File: config.mk
export PLATFORM = sky130hd
export DESIGN_NAME = mem_stage
export DESIGN_NICKNAME = d
export VERILOG_FILES = /design/src/rtl/mem_stage.sv
export SDC_FILE = /design/constraint.sdc
export NUM_CORES = 1
export LEC_CHECK = 0
export CORE_MARGIN = 3
export CORE_UTILIZATION = 45
export CTS_CLUSTER_SIZE = 12
export DETAILED_ROUTE_END_ITERATION = 8
export GPL_ROUTABILITY_DRIVEN = 0
export PLACE_DENSITY = 0.81
export SLEW_MARGIN = 30
export SYNTH_ARGS = -nofsm -noshare
export SYNTH_HDL_FRONTEND = slang
export SYNTH_SLANG_ARGS = --single-unit
export TNS_END_PERCENT = 50
File: constraint.sdc
create_clock -name CLK -period 2.3 [get_ports CLK]
set_clock_uncertainty 0.15 [all_clocks]
set_input_delay 0.575 -clock CLK [delete_from_list [all_inputs] [get_ports CLK]]
set_output_delay 0.575 -clock CLK [all_outputs]
set_load 0.03 [all_outputs]
File: src/rtl/mem_stage.sv
// mem_stage: memory-access stage that sits directly after execute.
//
// Non-memory instructions are registered for one cycle and passed on to
// writeback. Misaligned loads/stores are reported straight away with AdrErr,
// and no bus cycle is issued for them. Aligned loads/stores run one req/ack
// transaction on the data bus. Stall is held high for the whole of that
// transaction. If no acknowledge arrives within TIMEOUT busy cycles, the stage
// gives up and reports BusErr.
//
// Handshake: MemReq and the bus fields (MemWe/MemAddr/MemBe/MemWdata) rise
// together and stay constant until the cycle after MemAck, or until timeout.
// MemAck and MemRdata count only while MemReq is high, and at any other time
// they are ignored. While Stall is high, the upstream stage holds its inputs
// and this stage ignores them. OutValid is a one-cycle pulse, and Wdata,
// AdrErr and BusErr are meaningful only during that pulse.
//
// Ports:
//   CLK, RST          clock, synchronous active-high reset
//   InValid/Ins/Result/Rdata2   instruction, address-or-value, store data
//   Stall             high while a bus transaction is outstanding
//   OutValid/Wdata/AdrErr/BusErr  writeback result pulse
//   MemReq/MemWe/MemAddr/MemBe/MemWdata  data bus request side
//   MemAck/MemRdata   data bus response side
//   dbg_state         current FSM state (0 = IDLE, 1 = BUSY)
module mem_stage #(
    parameter logic [7:0] TIMEOUT = 8'd255
) (
    input  logic        CLK,
    input  logic        RST,
    input  logic        InValid,
    input  logic [31:0] Ins,
    input  logic [31:0] Result,
    input  logic [31:0] Rdata2,
    output logic        Stall,
    output logic        OutValid,
    output logic [31:0] Wdata,
    output logic        AdrErr,
    output logic        BusErr,
    output logic        MemReq,
    output logic        MemWe,
    output logic [31:0] MemAddr,
    output logic [3:0]  MemBe,
    output logic [31:0] MemWdata,
    input  logic        MemAck,
    input  logic [31:0] MemRdata,
    output logic        dbg_state
);
    typedef enum logic {IDLE = 1'b0, BUSY = 1'b1} state_t;

    localparam logic [5:0] OP_LB  = 6'h20;
    localparam logic [5:0] OP_LH  = 6'h21;
    localparam logic [5:0] OP_LW  = 6'h23;
    localparam logic [5:0] OP_LBU = 6'h24;
    localparam logic [5:0] OP_LHU = 6'h25;
    localparam logic [5:0] OP_SB  = 6'h28;
    localparam logic [5:0] OP_SH  = 6'h29;
    localparam logic [5:0] OP_SW  = 6'h2B;

    state_t      state_q, state_d;
    logic [5:0]  op_q, op_d;
    logic [1:0]  off_q, off_d;
    logic [7:0]  cnt_q, cnt_d;
    logic        stall_q, stall_d;
    logic        out_valid_q, out_valid_d;
    logic [31:0] wdata_q, wdata_d;
    logic        adr_err_q, adr_err_d;
    logic        bus_err_q, bus_err_d;
    logic        mem_req_q, mem_req_d;
    logic        mem_we_q, mem_we_d;
    logic [31:0] mem_addr_q, mem_addr_d;
    logic [3:0]  mem_be_q, mem_be_d;
    logic [31:0] mem_wdata_q, mem_wdata_d;

    // Decode of the incoming instruction.
    logic [5:0]  in_op;
    logic [1:0]  in_off;
    logic        in_is_mem, in_is_store, in_misaligned;
    logic [3:0]  in_be;
    logic [31:0] in_store_data;

    always_comb begin
        in_op         = Ins[31:26];
        in_off        = Result[1:0];
        in_is_mem     = 1'b0;
        in_misaligned = 1'b0;
        in_be         = 4'b0000;
        in_store_data = 32'h0;
        in_is_store   = (in_op == OP_SB) || (in_op == OP_SH) || (in_op == OP_SW);
        case (in_op)
            OP_LB, OP_LBU, OP_SB: begin
                in_is_mem     = 1'b1;
                // Big-endian: byte offset 0 is the top lane.
                in_be         = 4'b0001 << (2'd3 - in_off);
                in_store_data = {4{Rdata2[7:0]}};
            end
            OP_LH, OP_LHU, OP_SH: begin
                in_is_mem     = 1'b1;
                in_misaligned = in_off[0];
                in_be         = in_off[1] ? 4'b0011 : 4'b1100;
                in_store_data = {2{Rdata2[15:0]}};
            end
            OP_LW, OP_SW: begin
                in_is_mem     = 1'b1;
                in_misaligned = |in_off;
                in_be         = 4'b1111;
                in_store_data = Rdata2;
            end
            default: ;
        endcase
    end

    // Right-justify the addressed lane of the returned word.
    logic [7:0]  ld_byte;
    logic [15:0] ld_half;
    logic [31:0] ld_data;

    always_comb begin
        case (off_q)
            2'd0:    ld_byte = MemRdata[31:24];
            2'd1:    ld_byte = MemRdata[23:16];
            2'd2:    ld_byte = MemRdata[15:8];
            default: ld_byte = MemRdata[7:0];
        endcase
        ld_half = off_q[1] ? MemRdata[15:0] : MemRdata[31:16];
        case (op_q)
            OP_LB:   ld_data = {{24{ld_byte[7]}}, ld_byte};
            OP_LBU:  ld_data = {24'h0, ld_byte};
            OP_LH:   ld_data = {{16{ld_half[15]}}, ld_half};
            OP_LHU:  ld_data = {16'h0, ld_half};
            default: ld_data = MemRdata;
        endcase
    end

    always_comb begin
        state_d     = state_q;
        op_d        = op_q;
        off_d       = off_q;
        cnt_d       = cnt_q;
        stall_d     = stall_q;
        mem_req_d   = mem_req_q;
        mem_we_d    = mem_we_q;
        mem_addr_d  = mem_addr_q;
        mem_be_d    = mem_be_q;
        mem_wdata_d = mem_wdata_q;
        // Result signals are single-cycle pulses by default.
        out_valid_d = 1'b0;
        wdata_d     = 32'h0;
        adr_err_d   = 1'b0;
        bus_err_d   = 1'b0;

        case (state_q)
            IDLE: begin
                if (InValid) begin
                    if (!in_is_mem) begin
                        out_valid_d = 1'b1;
                        wdata_d     = Result;
                    end else if (in_misaligned) begin
                        out_valid_d = 1'b1;
                        adr_err_d   = 1'b1;
                    end else begin
                        state_d     = BUSY;
                        stall_d     = 1'b1;
                        op_d        = in_op;
                        off_d       = in_off;
                        cnt_d       = 8'd0;
                        mem_req_d   = 1'b1;
                        mem_we_d    = in_is_store;
                        mem_addr_d  = {Result[31:2], 2'b00};
                        mem_be_d    = in_be;
                        mem_wdata_d = in_store_data;
                    end
                end
            end
            BUSY: begin
                // An acknowledge in the final timeout cycle still completes the access.
                if ((MemAck && mem_req_q) || (cnt_q == TIMEOUT - 8'd1)) begin
                    state_d     = IDLE;
                    stall_d     = 1'b0;
                    out_valid_d = 1'b1;
                    mem_req_d   = 1'b0;
                    mem_we_d    = 1'b0;
                    mem_addr_d  = 32'h0;
                    mem_be_d    = 4'b0000;
                    mem_wdata_d = 32'h0;
                    if (MemAck && mem_req_q) begin
                        wdata_d = mem_we_q ? 32'h0 : ld_data;
                    end else begin
                        bus_err_d = 1'b1;
                    end
                end else begin
                    cnt_d = cnt_q + 8'd1;
                end
            end
            default: state_d = IDLE;
        endcase
    end

    always_ff @(posedge CLK) begin
        if (RST) begin
            state_q     <= IDLE;
            op_q        <= 6'h0;
            off_q       <= 2'd0;
            cnt_q       <= 8'd0;
            stall_q     <= 1'b0;
            out_valid_q <= 1'b0;
            wdata_q     <= 32'h0;
            adr_err_q   <= 1'b0;
            bus_err_q   <= 1'b0;
            mem_req_q   <= 1'b0;
            mem_we_q    <= 1'b0;
            mem_addr_q  <= 32'h0;
            mem_be_q    <= 4'b0000;
            mem_wdata_q <= 32'h0;
        end else begin
            state_q     <= state_d;
            op_q        <= op_d;
            off_q       <= off_d;
            cnt_q       <= cnt_d;
            stall_q     <= stall_d;
            out_valid_q <= out_valid_d;
            wdata_q     <= wdata_d;
            adr_err_q   <= adr_err_d;
            bus_err_q   <= bus_err_d;
            mem_req_q   <= mem_req_d;
            mem_we_q    <= mem_we_d;
            mem_addr_q  <= mem_addr_d;
            mem_be_q    <= mem_be_d;
            mem_wdata_q <= mem_wdata_d;
        end
    end

    assign Stall     = stall_q;
    assign OutValid  = out_valid_q;
    assign Wdata     = wdata_q;
    assign AdrErr    = adr_err_q;
    assign BusErr    = bus_err_q;
    assign MemReq    = mem_req_q;
    assign MemWe     = mem_we_q;
    assign MemAddr   = mem_addr_q;
    assign MemBe     = mem_be_q;
    assign MemWdata  = mem_wdata_q;
    assign dbg_state = state_q;
endmodule

## Word-level counts from Yosys, hierarchy flattened

Index checks and enable logic that the tools add are counted.
W data, S select, Z words.

- Register bits after elaboration: 122
- Input bits: 132

- $add $sub $neg: 2
- Equal/unequal tests: 20
- Shifts and indexed selects: 1
- Muxes and demuxes: 53
- Bitwise gates (word level): 5
- Reductions and logical operators: 15

Operators by type and width:

| cell | count |
|---|---|
| $mux W32 | 12 |
| $pmux W32 S2 | 3 |
| $pmux W32 S4 | 1 |
| $pmux W32 S3 | 1 |
| $eq A6 B6 Y1 const B | 12 |
| $mux W8 | 4 |
| $pmux W8 S3 | 1 |
| $mux W4 | 5 |
| $mux W1 | 17 |
| $mux W16 | 1 |
| $pmux W8 S2 | 1 |
| $pmux W4 S3 | 1 |
| $reduce_and A4 Y1 | 3 |
| $pmux W1 S2 | 5 |
| $reduce_or A3 Y1 | 3 |
| $add A8 B1 Y8 const B | 1 |
| $eq A8 B8 Y1 const B | 1 |
| $ne A2 B2 Y1 const B | 4 |
| $pmux W4 S2 | 1 |
| $reduce_or A8 Y1 | 1 |
| $not A1 Y1 | 5 |
| $reduce_or A2 Y1 | 2 |
| $reduce_or A4 Y1 | 1 |
| $shl A1 B2 Y4 const A | 1 |
| other kinds (7) | 9 |

## Logic depth before layout (Yosys ltp)

Gate-level depths: netlist (run 1).

- Depth in word-level cells: 7
- Mapped depth: 8
- Depth with buffers taken out: 6

## Worst setup path before layout (run 1)

No wires, ideal clock.

- Kind: input to register
- Start point: input port Ins[26]
- End point: register mem_be_q[0], in the netlist MemBe[0]
- Library setup time: 123 ps
- Arrival: 1859 ps
- Data required time: 2027 ps
- Slack: 167 ps
- Stages on the path: 7
- Buffers on the path: 3
- Path through: buf_4 -> and3b_1 -> buf_4 -> nand2_2 -> o21ai_4 -> buf_2 -> mux2_1

- Longest elaborated chain between the ends: 7
- Elaborated cells between the ends (all ways): 22
- Those cells by class: 10 x eq/ne; 7 x mux; 5 x reduce/logical

Ends and longest elaborated chain:

| item | line | RTL |
|---|---|---|
| start: declaration | 31 | `input logic [31:0] Ins,` |
| $eq A6 B6 Y1 | 89 | `case (in_op)` |
| $reduce_or A3 Y1 or $reduce_or A2 Y1 (tied branches) | 89 |  |
| $pmux W4 S3 | 89 |  |
| $mux W4 | 157 | `end else if (in_misaligned) begin` |
| $mux W4 | 154 | `if (!in_is_mem) begin` |
| $mux W4 | 153 | `if (InValid) begin` |
| $pmux W4 S2 | 151 | `case (state_q)` |
| end signal: assignment | 227 | `mem_be_q <= mem_be_d;` |
| end: declaration | 71 | `logic [3:0] mem_be_q, mem_be_d;` |

Several ways; a longest one is shown, not always the timed one. The select of a mux whose other input is x is not followed.
A chain may end at the register's enable or synchronous reset.

## Final worst setup path (run 1)

- Start point: register mem_we_q, in the netlist MemWe
- End point: output port MemWe

RTL lines:

| item | line | RTL |
|---|---|---|
| start: declaration | 69 | `logic mem_we_q, mem_we_d;` |
| start signal: assignment | 225 | `mem_we_q <= mem_we_d;` |
| end: declaration | 40 | `output logic MemWe,` |

No word-level cell between the ends.

==> results.sh, run 1 <==
export IMPL_status="completed"
export IMPL_dr_total_vias=6373
export IMPL_drt_pre_antenna_iters=5
export IMPL_global_route_usage_met1_pct=34.2
export IMPL_design_final_nets=1025
export IMPL_cp_end_kind="output port"
export IMPL_layout_drive_gt1_share_pct=16.5
export IMPL_antenna_nets_post_route=0
export IMPL_synth_async_reset_ratio_pct=0
export IMPL_timing_critical_path_cells="clkdlybuf4s50_1"
export IMPL_ctsLongestPathBuffers=2
export IMPL_slew_viol_final=0
export IMPL_syn_area_um2=6340
export IMPL_ir_worst_vdd_mv=0.492
export IMPL_postSynthCellCount=673
export IMPL_initial_utilization_pct=46.9
export IMPL_critical_path_depth=1
export IMPL_finalHoldViolCount=0
export IMPL_layout_min_cycle_time_ns=2.25
export IMPL_detailedRoute_firstIterationViolations=554
export IMPL_critPathLaunch="MemWe"
export IMPL_worstSetupEndpoint="MemWe"
export IMPL_synth_edff_count=0
export IMPL_fin_crit_sh_pct=97.9
export IMPL_critical_path_n_buffers_inverters=1
export IMPL_stdcell_area_um2=9370
export IMPL_synth_lib_cells_used_distinct=70
export IMPL_place_hpwl_um=15800
export IMPL_grt_total_usage_pct=27.4
export IMPL_die_width_um=125
export IMPL_syn_to_final_growth_pct=47.9
export IMPL_slowest_stage="sky130_fd_sc_hd__clkdlybuf4s50_1"
export IMPL_grt_busiest_layer="met2"
export IMPL_synth_top_area_share_pct=37.9
export IMPL_timing_critical_path_required_ns=1.57
export IMPL_cts_htree_levels=4
export IMPL_cap_violations=0
export IMPL_clk_insertion_delay_late_ns=0.42
export IMPL_dominantRegCellSynth="sky130_fd_sc_hd__dfxtp_1"
export IMPL_port_buffers=210
export IMPL_clockRootBuffer="sky130_fd_sc_hd__clkbuf_16"
export IMPL_grt_overflow_total=0
export IMPL_core_area_um2=13500
export IMPL_clock_sinks=120
export IMPL_worst_r2r_setup_slack_ns=0.18
export IMPL_power_leakage_nw=3.69
export IMPL_post_synth_main_area_contributors="sky130_fd_sc_hd__dfxtp_1 38%, sky130_fd_sc_hd__mux2i_1 7.1%, sky130_fd_sc_hd__mux2_2 6.4%, sky130_fd_sc_hd__o211ai_1 5.0%, sky130_fd_sc_hd__o211a_1 4.4%"
export IMPL_hold_wc_path_type="flip-flop to flip-flop"
export IMPL_seq_area_frac_synth_pct=37.9
export IMPL_syn_mean_instance_area_um2=9.41
export IMPL_grt_pass1_vias=6425
export IMPL_worst_setup_hold_path_clk_slew_ns=0.06
export IMPL_reg2reg_from="off_q[1]"
export IMPL_fin_tns_setup_ns=0
export IMPL_cts_repair_timing_setup_buffer_count=0
export IMPL_setup_viol=0
export IMPL_power_density_nw_per_um2=598
export IMPL_antenna_found_initial=0
export IMPL_globalRouteMet2Util_pct=44.5
export IMPL_type_of_the_worst_setup_path="flip-flop to output port"
export IMPL_wl_um=21600
export IMPL_worst_path_maximum_fanout=3
export IMPL_ys_warnings_count=0
export IMPL_max_freq_ghz=0.444
export IMPL_placedInstanceArea_um2=8820
export IMPL_path_delay_family="buffers and inverters"
export IMPL_startpoint_type="flip-flop"
export IMPL_grt_setup_unrepaired="false"
export IMPL_worstMarginPinSlew_ns=0.732
export IMPL_whs_ns=0.342
export IMPL_reg2regPathDepth=4
export IMPL_cts_made_buffers=17
export IMPL_dieArea_um2=15500
export IMPL_holdCritStartpoint="MemAddr[22]"
export IMPL_relSlewSlack_pct=51.1
export IMPL_worst_endpoint_arrival_ns=1.53
export IMPL_highest_count_cells_in_the_layout_ignoring_fill_and_taps="206 x sky130_fd_sc_hd__clkdlybuf4s50_1, 120 x sky130_fd_sc_hd__dfxtp_1, 54 x sky130_fd_sc_hd__buf_4, 53 x sky130_fd_sc_hd__nand2_1, 50 x sky130_fd_sc_hd__nand3_1"
export IMPL_drc=0
export IMPL_i_o_pin_count=239
export IMPL_vias_per_cell=5.90
export IMPL_wl_per_cell_um=20.0
export IMPL_worst_path_largest_cell_delay_ns=0.74
export IMPL_die_height_um=125
export IMPL_grt_first_pass_wirelength_um=34200
export IMPL_reg2reg_to="Wdata[14]"
export IMPL_grt_max_degree=41
export IMPL_global_route_usage_met3_pct=6.73
export IMPL_layout_cells_most_common="sky130_fd_sc_hd__clkdlybuf4s50_1"
export IMPL_rows=42
export IMPL_synth_top_area_cell="sky130_fd_sc_hd__dfxtp_1"
export IMPL_antenna_cells=0
export IMPL_cts_tree="built"
export IMPL_synth_seq_cells=120
==> cell type report <==
| type | instances | area, um2 |
|---|---|---|
| multi-input combinational | 475 | 3530 |
| fill | 987 | 4130 |
| clock inverter | 9 | 100 |
| timing repair buffer | 271 | 2640 |
| sequential | 120 | 2400 |
| tap | 176 | 220 |
| inverter | 6 | 25.0 |
| clock buffer | 23 | 458 |
==> Yosys cell counts (9+ instances only) <==
| cell type | instances |
|---|---|
| sky130_fd_sc_hd__dfxtp_1 | 120 |
| sky130_fd_sc_hd__nand2_1 | 53 |
| sky130_fd_sc_hd__nand3_1 | 50 |
| sky130_fd_sc_hd__mux2i_1 | 45 |
| sky130_fd_sc_hd__clkbuf_1 | 43 |
| sky130_fd_sc_hd__o211ai_1 | 42 |
| sky130_fd_sc_hd__a21oi_1 | 39 |
| sky130_fd_sc_hd__mux2_2 | 36 |
| sky130_fd_sc_hd__o211a_1 | 28 |
| sky130_fd_sc_hd__a22o_1 | 17 |
| sky130_fd_sc_hd__a21o_1 | 16 |
| sky130_fd_sc_hd__o21ai_0 | 16 |
| sky130_fd_sc_hd__buf_2 | 14 |
| sky130_fd_sc_hd__nor2_1 | 10 |
| sky130_fd_sc_hd__mux2_1 | 9 |
==> per-stage QoR <==
step	power [mW]	instances	setup slack [ns]	utilization, %
floorplan	2.63	674	0.167	-
CTS	5.61	1080	0.0561	69.4
global placement	3.06	1048	-0.269	65.3
global route	5.77	1080	0.00977	69.4
finish	5.60	1080	0.0487	69.4
detailed placement	3.08	1048	-0.338	65.3
==> flip-flops by register name (all words and copies together), names as in the netlist, 2 cells and up <==
signal and count:
MemAddr 30, MemBe 4, MemWdata 32, Wdata 32, cnt_q 8, off_q 2, op_q 6
==> where the power goes <==
group | switching, mW | internal, mW
Combinational | 0.462 | 0.427
Clock | 0.940 | 1.61
Sequential | 0.0305 | 2.13
==> how the worst min path moves through the flow <==
stage                        to  slack (ns)  cells past startpoint
floorplan               op_q[3]        0.29                      2
global placement        op_q[5]        0.30                      1
detailed placement      op_q[3]        0.34                      2
CTS                     op_q[3]        0.34                      2
global route        MemAddr[28]        0.36                      2
finish              MemAddr[22]        0.34                      2
==> what timing repair did <==
item	in CTS	in global routing
gates resized for setup	3	1
gates cloned	0	0
setup endpoints to repair	3	1
hold buffers	0	0
==> per-layer routing <==
layer	share of wire, %	vias to the layer above
li1	-	2967
met5	0	-
met2	47	368
met1	41	2972
met4	3.7	0
met3	8.2	66
==> logic make-up (layout without fill, tap and decap cells) <==
kind of cell	Yosys count	in the layout	synth area share [%]
and+or+nand+nor	163	163	13.5
muxes	90	90	15.1
xor gates and xnor gates	3	3	0.415
AOI/OAI and AO/OA	215	215	26.0
buffers and inverters	79	309	6.64
adders and majority gates	2	2	0.395
other	1	2	0.0592
DFF	120	120	37.9
No activity file was read; power rests on OpenSTA's default activity.
==> run 2: changes to the inputs <==
--- a/config.mk
+++ b/config.mk
@@ -11,5 +11,5 @@
 export DETAILED_ROUTE_END_ITERATION = 8
 export GPL_ROUTABILITY_DRIVEN = 0
-export PLACE_DENSITY = 0.81
+export PLACE_DENSITY = 0.79
 export SLEW_MARGIN = 30
 export SYNTH_ARGS = -nofsm -noshare
==> constraint.sdc (replaced) <==
create_clock -name CLK -period 2.3 [get_ports CLK]
set_clock_uncertainty 0.15 [all_clocks]
set_input_delay 0.46 -clock CLK [delete_from_list [all_inputs] [get_ports CLK]]
set_output_delay 0.46 -clock CLK [all_outputs]
set_load 0.03 [all_outputs]
==> results.sh, run 2 (synthesis results as in run 1) <==
export IMPL_cts_tree="built"
export IMPL_drc=0
export IMPL_power_density_nw_per_um2=630
export IMPL_dr_total_vias=6338
export IMPL_design_final_nets=1022
export IMPL_antenna_nets_post_route=0
export IMPL_worst_path_largest_cell_delay_ns=0.72
export IMPL_cts_hold_repair_buffers=0
export IMPL_layout_min_cycle_time_ns=2.20
export IMPL_cts_made_buffers=17
export IMPL_detailedRoute_firstIterationViolations=633
export IMPL_die_width_um=125
export IMPL_worst_path_maximum_fanout=6
export IMPL_clock_sinks=120
export IMPL_status="completed"
export IMPL_max_freq_ghz=0.455
export IMPL_grt_total_usage_pct=26.2
export IMPL_type_of_the_worst_setup_path="flip-flop to output port"
export IMPL_port_buffers=210
export IMPL_wl_um=20800
export IMPL_cts_repair_timing_setup_buffer_count=0
export IMPL_worstMarginPinSlew_ns=0.752
export IMPL_worst_setup_hold_path_clk_slew_ns=0.05
export IMPL_antenna_found_initial=0
export IMPL_cts_htree_levels=4
export IMPL_relSlewSlack_pct=49.8
export IMPL_rows=42
export IMPL_power_leakage_nw=3.75
export IMPL_antenna_cells=0
export IMPL_switching_power_mw=1.41
export IMPL_grt_pass1_vias=6260
export IMPL_clockRootBuffer="sky130_fd_sc_hd__clkbuf_16"
export IMPL_startpoint_type="flip-flop"
export IMPL_cp_end_kind="output port"
export IMPL_ctsLongestPathBuffers=2
export IMPL_wl_per_cell_um=19.4
export IMPL_cap_violations=0
export IMPL_layout_drive_gt1_share_pct=16.3
export IMPL_fin_tns_setup_ns=0
export IMPL_grt_overflow_total=0
export IMPL_setup_viol=0
export IMPL_core_area_um2=13500
export IMPL_vias_per_cell=5.89
export IMPL_clk_insertion_delay_late_ns=0.42
export IMPL_fin_crit_sh_pct=95.5
export IMPL_hold_wc_path_type="flip-flop to flip-flop"
export IMPL_layout_cells_most_common="sky130_fd_sc_hd__clkdlybuf4s50_1"
export IMPL_grt_setup_unrepaired="false"
export IMPL_timing_critical_path_required_ns=1.69
export IMPL_place_hpwl_um=15200
export IMPL_clock_power_share_pct=49.0
export IMPL_syn_to_final_growth_pct=49.6
export IMPL_highest_count_cells_in_the_layout_ignoring_fill_and_taps="207 x sky130_fd_sc_hd__clkdlybuf4s50_1, 120 x sky130_fd_sc_hd__dfxtp_1, 53 x sky130_fd_sc_hd__nand2_1, 50 x sky130_fd_sc_hd__nand3_1, 49 x sky130_fd_sc_hd__buf_4"
export IMPL_worst_r2r_setup_slack_ns=0.18
export IMPL_path_delay_family="buffers and inverters"
export IMPL_grt_max_degree=47
export IMPL_p_total_mw=5.97
export IMPL_drt_pre_antenna_iters=6
export IMPL_timing_critical_path_cells="clkdlybuf4s50_1"
export IMPL_grt_first_pass_wirelength_um=33300
export IMPL_power_frac_comb_pct=14.7
export IMPL_worst_endpoint_arrival_ns=1.59
export IMPL_finalHoldViolCount=0
export IMPL_dieArea_um2=15500
export IMPL_ir_worst_vdd_mv=0.469
export IMPL_sw_frac_of_total_pct=23.6
export IMPL_seq_power_share_pct=36.2
export IMPL_p_int_mw=4.56
export IMPL_slowest_stage="sky130_fd_sc_hd__clkdlybuf4s50_1"
export IMPL_critical_path_n_buffers_inverters=1
export IMPL_initial_utilization_pct=46.9
export IMPL_i_o_pin_count=239
export IMPL_die_height_um=125
export IMPL_slew_viol_final=0
==> run 2: cell types whose count changed in the layout (fill, tap and decap cells not counted), moves of 3 or more <==
cell and change:
sky130_fd_sc_hd__buf_4 -5, sky130_fd_sc_hd__bufinv_16 +3, sky130_fd_sc_hd__clkinv_2 -3, sky130_fd_sc_hd__dlygate4sd2_1 -3
==> run 2: area by class of cell <==
class,instances,area (um2)
Timing Repair Buffer,268,2650
Multi-Input combinational cell,475,3530
Inverter,6,25.0
Fill cell,968,4030
Clock inverter,8,168
Tap cell,176,220
Sequential cell,120,2400
Clock buffer,23,478
==> run 2: layer usage <==
layer / track usage (%) / vias to the layer above / share of wire (%)
met1: 32.5 / 2991 / 41
met2: 43.4 / 358 / 47
met5: 0 / - / 0
met3: 7.68 / 46 / 9.4
li1: - / 2943 / -
met4: 9.28 / 0 / 2.7
==> run 2: power by group through the flow <==
stage          logic [mW]  clock network (mW)  registers (mW)
2_1_floorplan       0.339                   0            2.29
3_3_place_gp        0.853                   0            2.20
3_5_place_dp        0.867                   0            2.20
4_1_cts             0.872                2.95            2.16
5_1_grt             0.929                3.05            2.17
6_report            0.879                2.93            2.16
==> run 2: worst reg2reg max path, cell delays in order, from the launching register on <==
cell,delay [ns]
sky130_fd_sc_hd__dfxtp_1,0.33
sky130_fd_sc_hd__or4b_4,0.73
sky130_fd_sc_hd__a221oi_4,0.40
sky130_fd_sc_hd__a21boi_0,0.29
sky130_fd_sc_hd__o2bb2ai_1,0.10
==> run 2: path summary, 6_finish.rpt <==
check	startpoint	end	depth (start not counted)
setup / recovery	MemReq	MemReq	1
hold / removal	MemAddr[7]	MemAddr[7]	2
setup reg to reg	op_q[1]	Wdata[11]	4
hold reg to reg	MemAddr[7]	MemAddr[7]	2
==> run 2: what timing repair did <==
item,4_1_cts,5_1_grt
hold endpoints to repair,0,0
resized for setup,0,3
endpoints found under the setup margin,0,36
==> run 2: through the flow <==
| stage | setup WS, ns | instances | cell area [um2] | utilization [%] | hold WS (ns) |
|---|---|---|---|---|---|
| final | 0.103 | 1076 | 9480 | 70.2 | 0.346 |
| after global placement | -0.212 | 1045 | 8820 | 65.3 | 0.309 |
| after global routing | 0.0196 | 1076 | 9480 | 70.2 | 0.364 |
| after detailed placement | -0.285 | 1045 | 8820 | 65.3 | 0.329 |
| after floorplan | 0.282 | 674 | 6340 | - | 0.292 |
| after CTS | 0.00700 | 1076 | 9470 | 70.1 | 0.348 |
==> run 3: changes to the inputs <==
Settings changed: CELL_PAD_IN_SITES_DETAIL_PLACEMENT set to 0, CELL_PAD_IN_SITES_GLOBAL_PLACEMENT set to 1, CORE_MARGIN 3 to 2, CORE_UTILIZATION 45 to 33.
==> results.sh, run 3 (synthesis results as in run 1) <==
export IMPL_status="completed"
export IMPL_cts_made_buffers=17
export IMPL_stdcell_area_um2=9450
export IMPL_initial_utilization_pct=33.8
export IMPL_clock_sinks=120
export IMPL_wl_per_cell_um=19.2
export IMPL_grt_pass1_vias=6054
export IMPL_slowest_stage="sky130_fd_sc_hd__clkdlybuf4s50_1"
export IMPL_place_hpwl_um=15400
export IMPL_layout_setup_ws_ns=0.122
export IMPL_critical_path_n_buffers_inverters=1
export IMPL_path_delay_family="buffers and inverters"
export IMPL_clockRootBuffer="sky130_fd_sc_hd__clkbuf_16"
export IMPL_max_freq_ghz=0.459
export IMPL_highest_count_cells_in_the_layout_ignoring_fill_and_taps="207 x sky130_fd_sc_hd__clkdlybuf4s50_1, 120 x sky130_fd_sc_hd__dfxtp_1, 55 x sky130_fd_sc_hd__buf_4, 53 x sky130_fd_sc_hd__nand2_1, 50 x sky130_fd_sc_hd__nand3_1"
export IMPL_timing_critical_path_cells="clkdlybuf4s50_1"
export IMPL_stdcell_count=1138
export IMPL_dr_total_vias=6156
export IMPL_grt_setup_unrepaired="false"
export IMPL_grt_overflow_total=0
export IMPL_worstMarginPinSlew_ns=0.786
export IMPL_layout_drive_gt1_share_pct=17.0
export IMPL_cts_tree="built"
export IMPL_fin_crit_sh_pct=94.7
export IMPL_ir_worst_vdd_mv=0.542
export IMPL_antenna_found_initial=0
export IMPL_placedCellCount=1107
export IMPL_detailedRoute_firstIterationViolations=388
export IMPL_design_final_nets=1026
export IMPL_worst_path_largest_cell_delay_ns=0.72
export IMPL_die_width_um=143
export IMPL_grt_total_usage_pct=21.2
export IMPL_worst_setup_hold_path_clk_slew_ns=0.05
export IMPL_slew_viol_final=0
export IMPL_cts_htree_levels=4
export IMPL_drc=0
export IMPL_layout_cells_most_common="sky130_fd_sc_hd__clkdlybuf4s50_1"
export IMPL_hold_wc_path_type="flip-flop to flip-flop"
export IMPL_placedInstanceArea_um2=8900
export IMPL_grt_first_pass_wirelength_um=33400
export IMPL_layout_min_cycle_time_ns=2.18
export IMPL_cap_violations=0
export IMPL_vias_per_cell=5.41
export IMPL_antenna_cells=0
export IMPL_type_of_the_worst_setup_path="flip-flop to output port"
export IMPL_i_o_pin_count=239
export IMPL_setup_viol=0
export IMPL_drt_pre_antenna_iters=5
export IMPL_cp_end_kind="output port"
export IMPL_antenna_nets_post_route=0
export IMPL_wl_um=21800
export IMPL_core_area_um2=18800
export IMPL_timing_critical_path_required_ns=1.69
export IMPL_power_leakage_nw=3.71
export IMPL_die_height_um=143
export IMPL_dieArea_um2=20300
export IMPL_post_place_ws_ns=-0.218
export IMPL_worst_endpoint_arrival_ns=1.57
export IMPL_finalHoldViolCount=0
export IMPL_worst_path_maximum_fanout=6
export IMPL_ctsLongestPathBuffers=2
export IMPL_cts_repair_timing_setup_buffer_count=0
export IMPL_syn_to_final_growth_pct=49.1
export IMPL_rows=50
export IMPL_port_buffers=210
export IMPL_startpoint_type="flip-flop"
export IMPL_relSlewSlack_pct=47.5
export IMPL_grt_max_degree=64
export IMPL_clk_insertion_delay_late_ns=0.41
export IMPL_power_density_nw_per_um2=582
run 3: changes by cell type in the layout (fill, tap and decap cells not counted), moves of 2 or more:
cell	before	now
sky130_fd_sc_hd__clkinv_2	2	4
sky130_fd_sc_hd__buf_12	9	7
sky130_fd_sc_hd__clkinvlp_4	1	4
sky130_fd_sc_hd__buf_4	49	55
sky130_fd_sc_hd__bufinv_16	5	0
sky130_fd_sc_hd__clkbuf_1	3	0
sky130_fd_sc_hd__clkinv_4	0	3
run 3: cell type report:
type,count,area (um2)
tap,234,293
clock buffer,20,467
sequential,120,2400
multi-input combinational,475,3530
fill,1733,9320
clock inverter,11,76.3
timing repair buffer,272,2660
inverter,6,25.0
run 3: path summary, 6_finish.rpt:
path | slack (ns) | end | depth (start not counted) | startpoint
min | 0.34 | op_q[3] | 2 | op_q[3]
max reg2reg | 0.17 | MemAddr[15] | 7 | cnt_q[0]
min reg2reg | 0.34 | op_q[3] | 2 | op_q[3]
max | 0.12 | MemReq | 1 | MemReq
run 3: where the power goes:
part | total [mW] | internal [mW] | switching, mW
clock | 2.45 | 1.45 | 0.997
sequential | 2.16 | 2.13 | 0.0271
combinational | 0.890 | 0.429 | 0.462
run 3: timing repair:
| item | in CTS | in global routing |
|---|---|---|
| hold buffers | 0 | 0 |
| hold endpoints to repair | 0 | 0 |
| setup endpoints to repair | 0 | 2 |
| resized for setup | 0 | 2 |
run 3: layer usage:
layer	wire length (um)	share of wire (%)	vias up	track usage [%]
met5	0	0	-	0
met4	322	1.5	0	6.83
met3	1720	7.9	21	5.82
met2	9830	45	245	33.7
met1	9960	46	2930	27.8
li1	-	-	2960	-
run 3: tightest hold or removal path, delay by kind of cell (launching register included):
family	cells	cell delay, ns
AO/OA/AOI/OAI	1	0.05
AND/OR/NAND/NOR	1	0.07
flip-flops	1	0.32
run 3: through the flow:
step / util (%) / setup TNS [ns] / power, mW / hold slack [ns]
global placement: 47.4 / -12.02 / 3.09 / 0.317
CTS: 50.3 / 0 / 5.55 / 0.342
finish: 50.3 / 0 / 5.49 / 0.339
floorplan: - / 0 / 2.63 / 0.292
global route: 50.3 / 0 / 5.71 / 0.360
detailed placement: 47.4 / -13.95 / 3.09 / 0.329
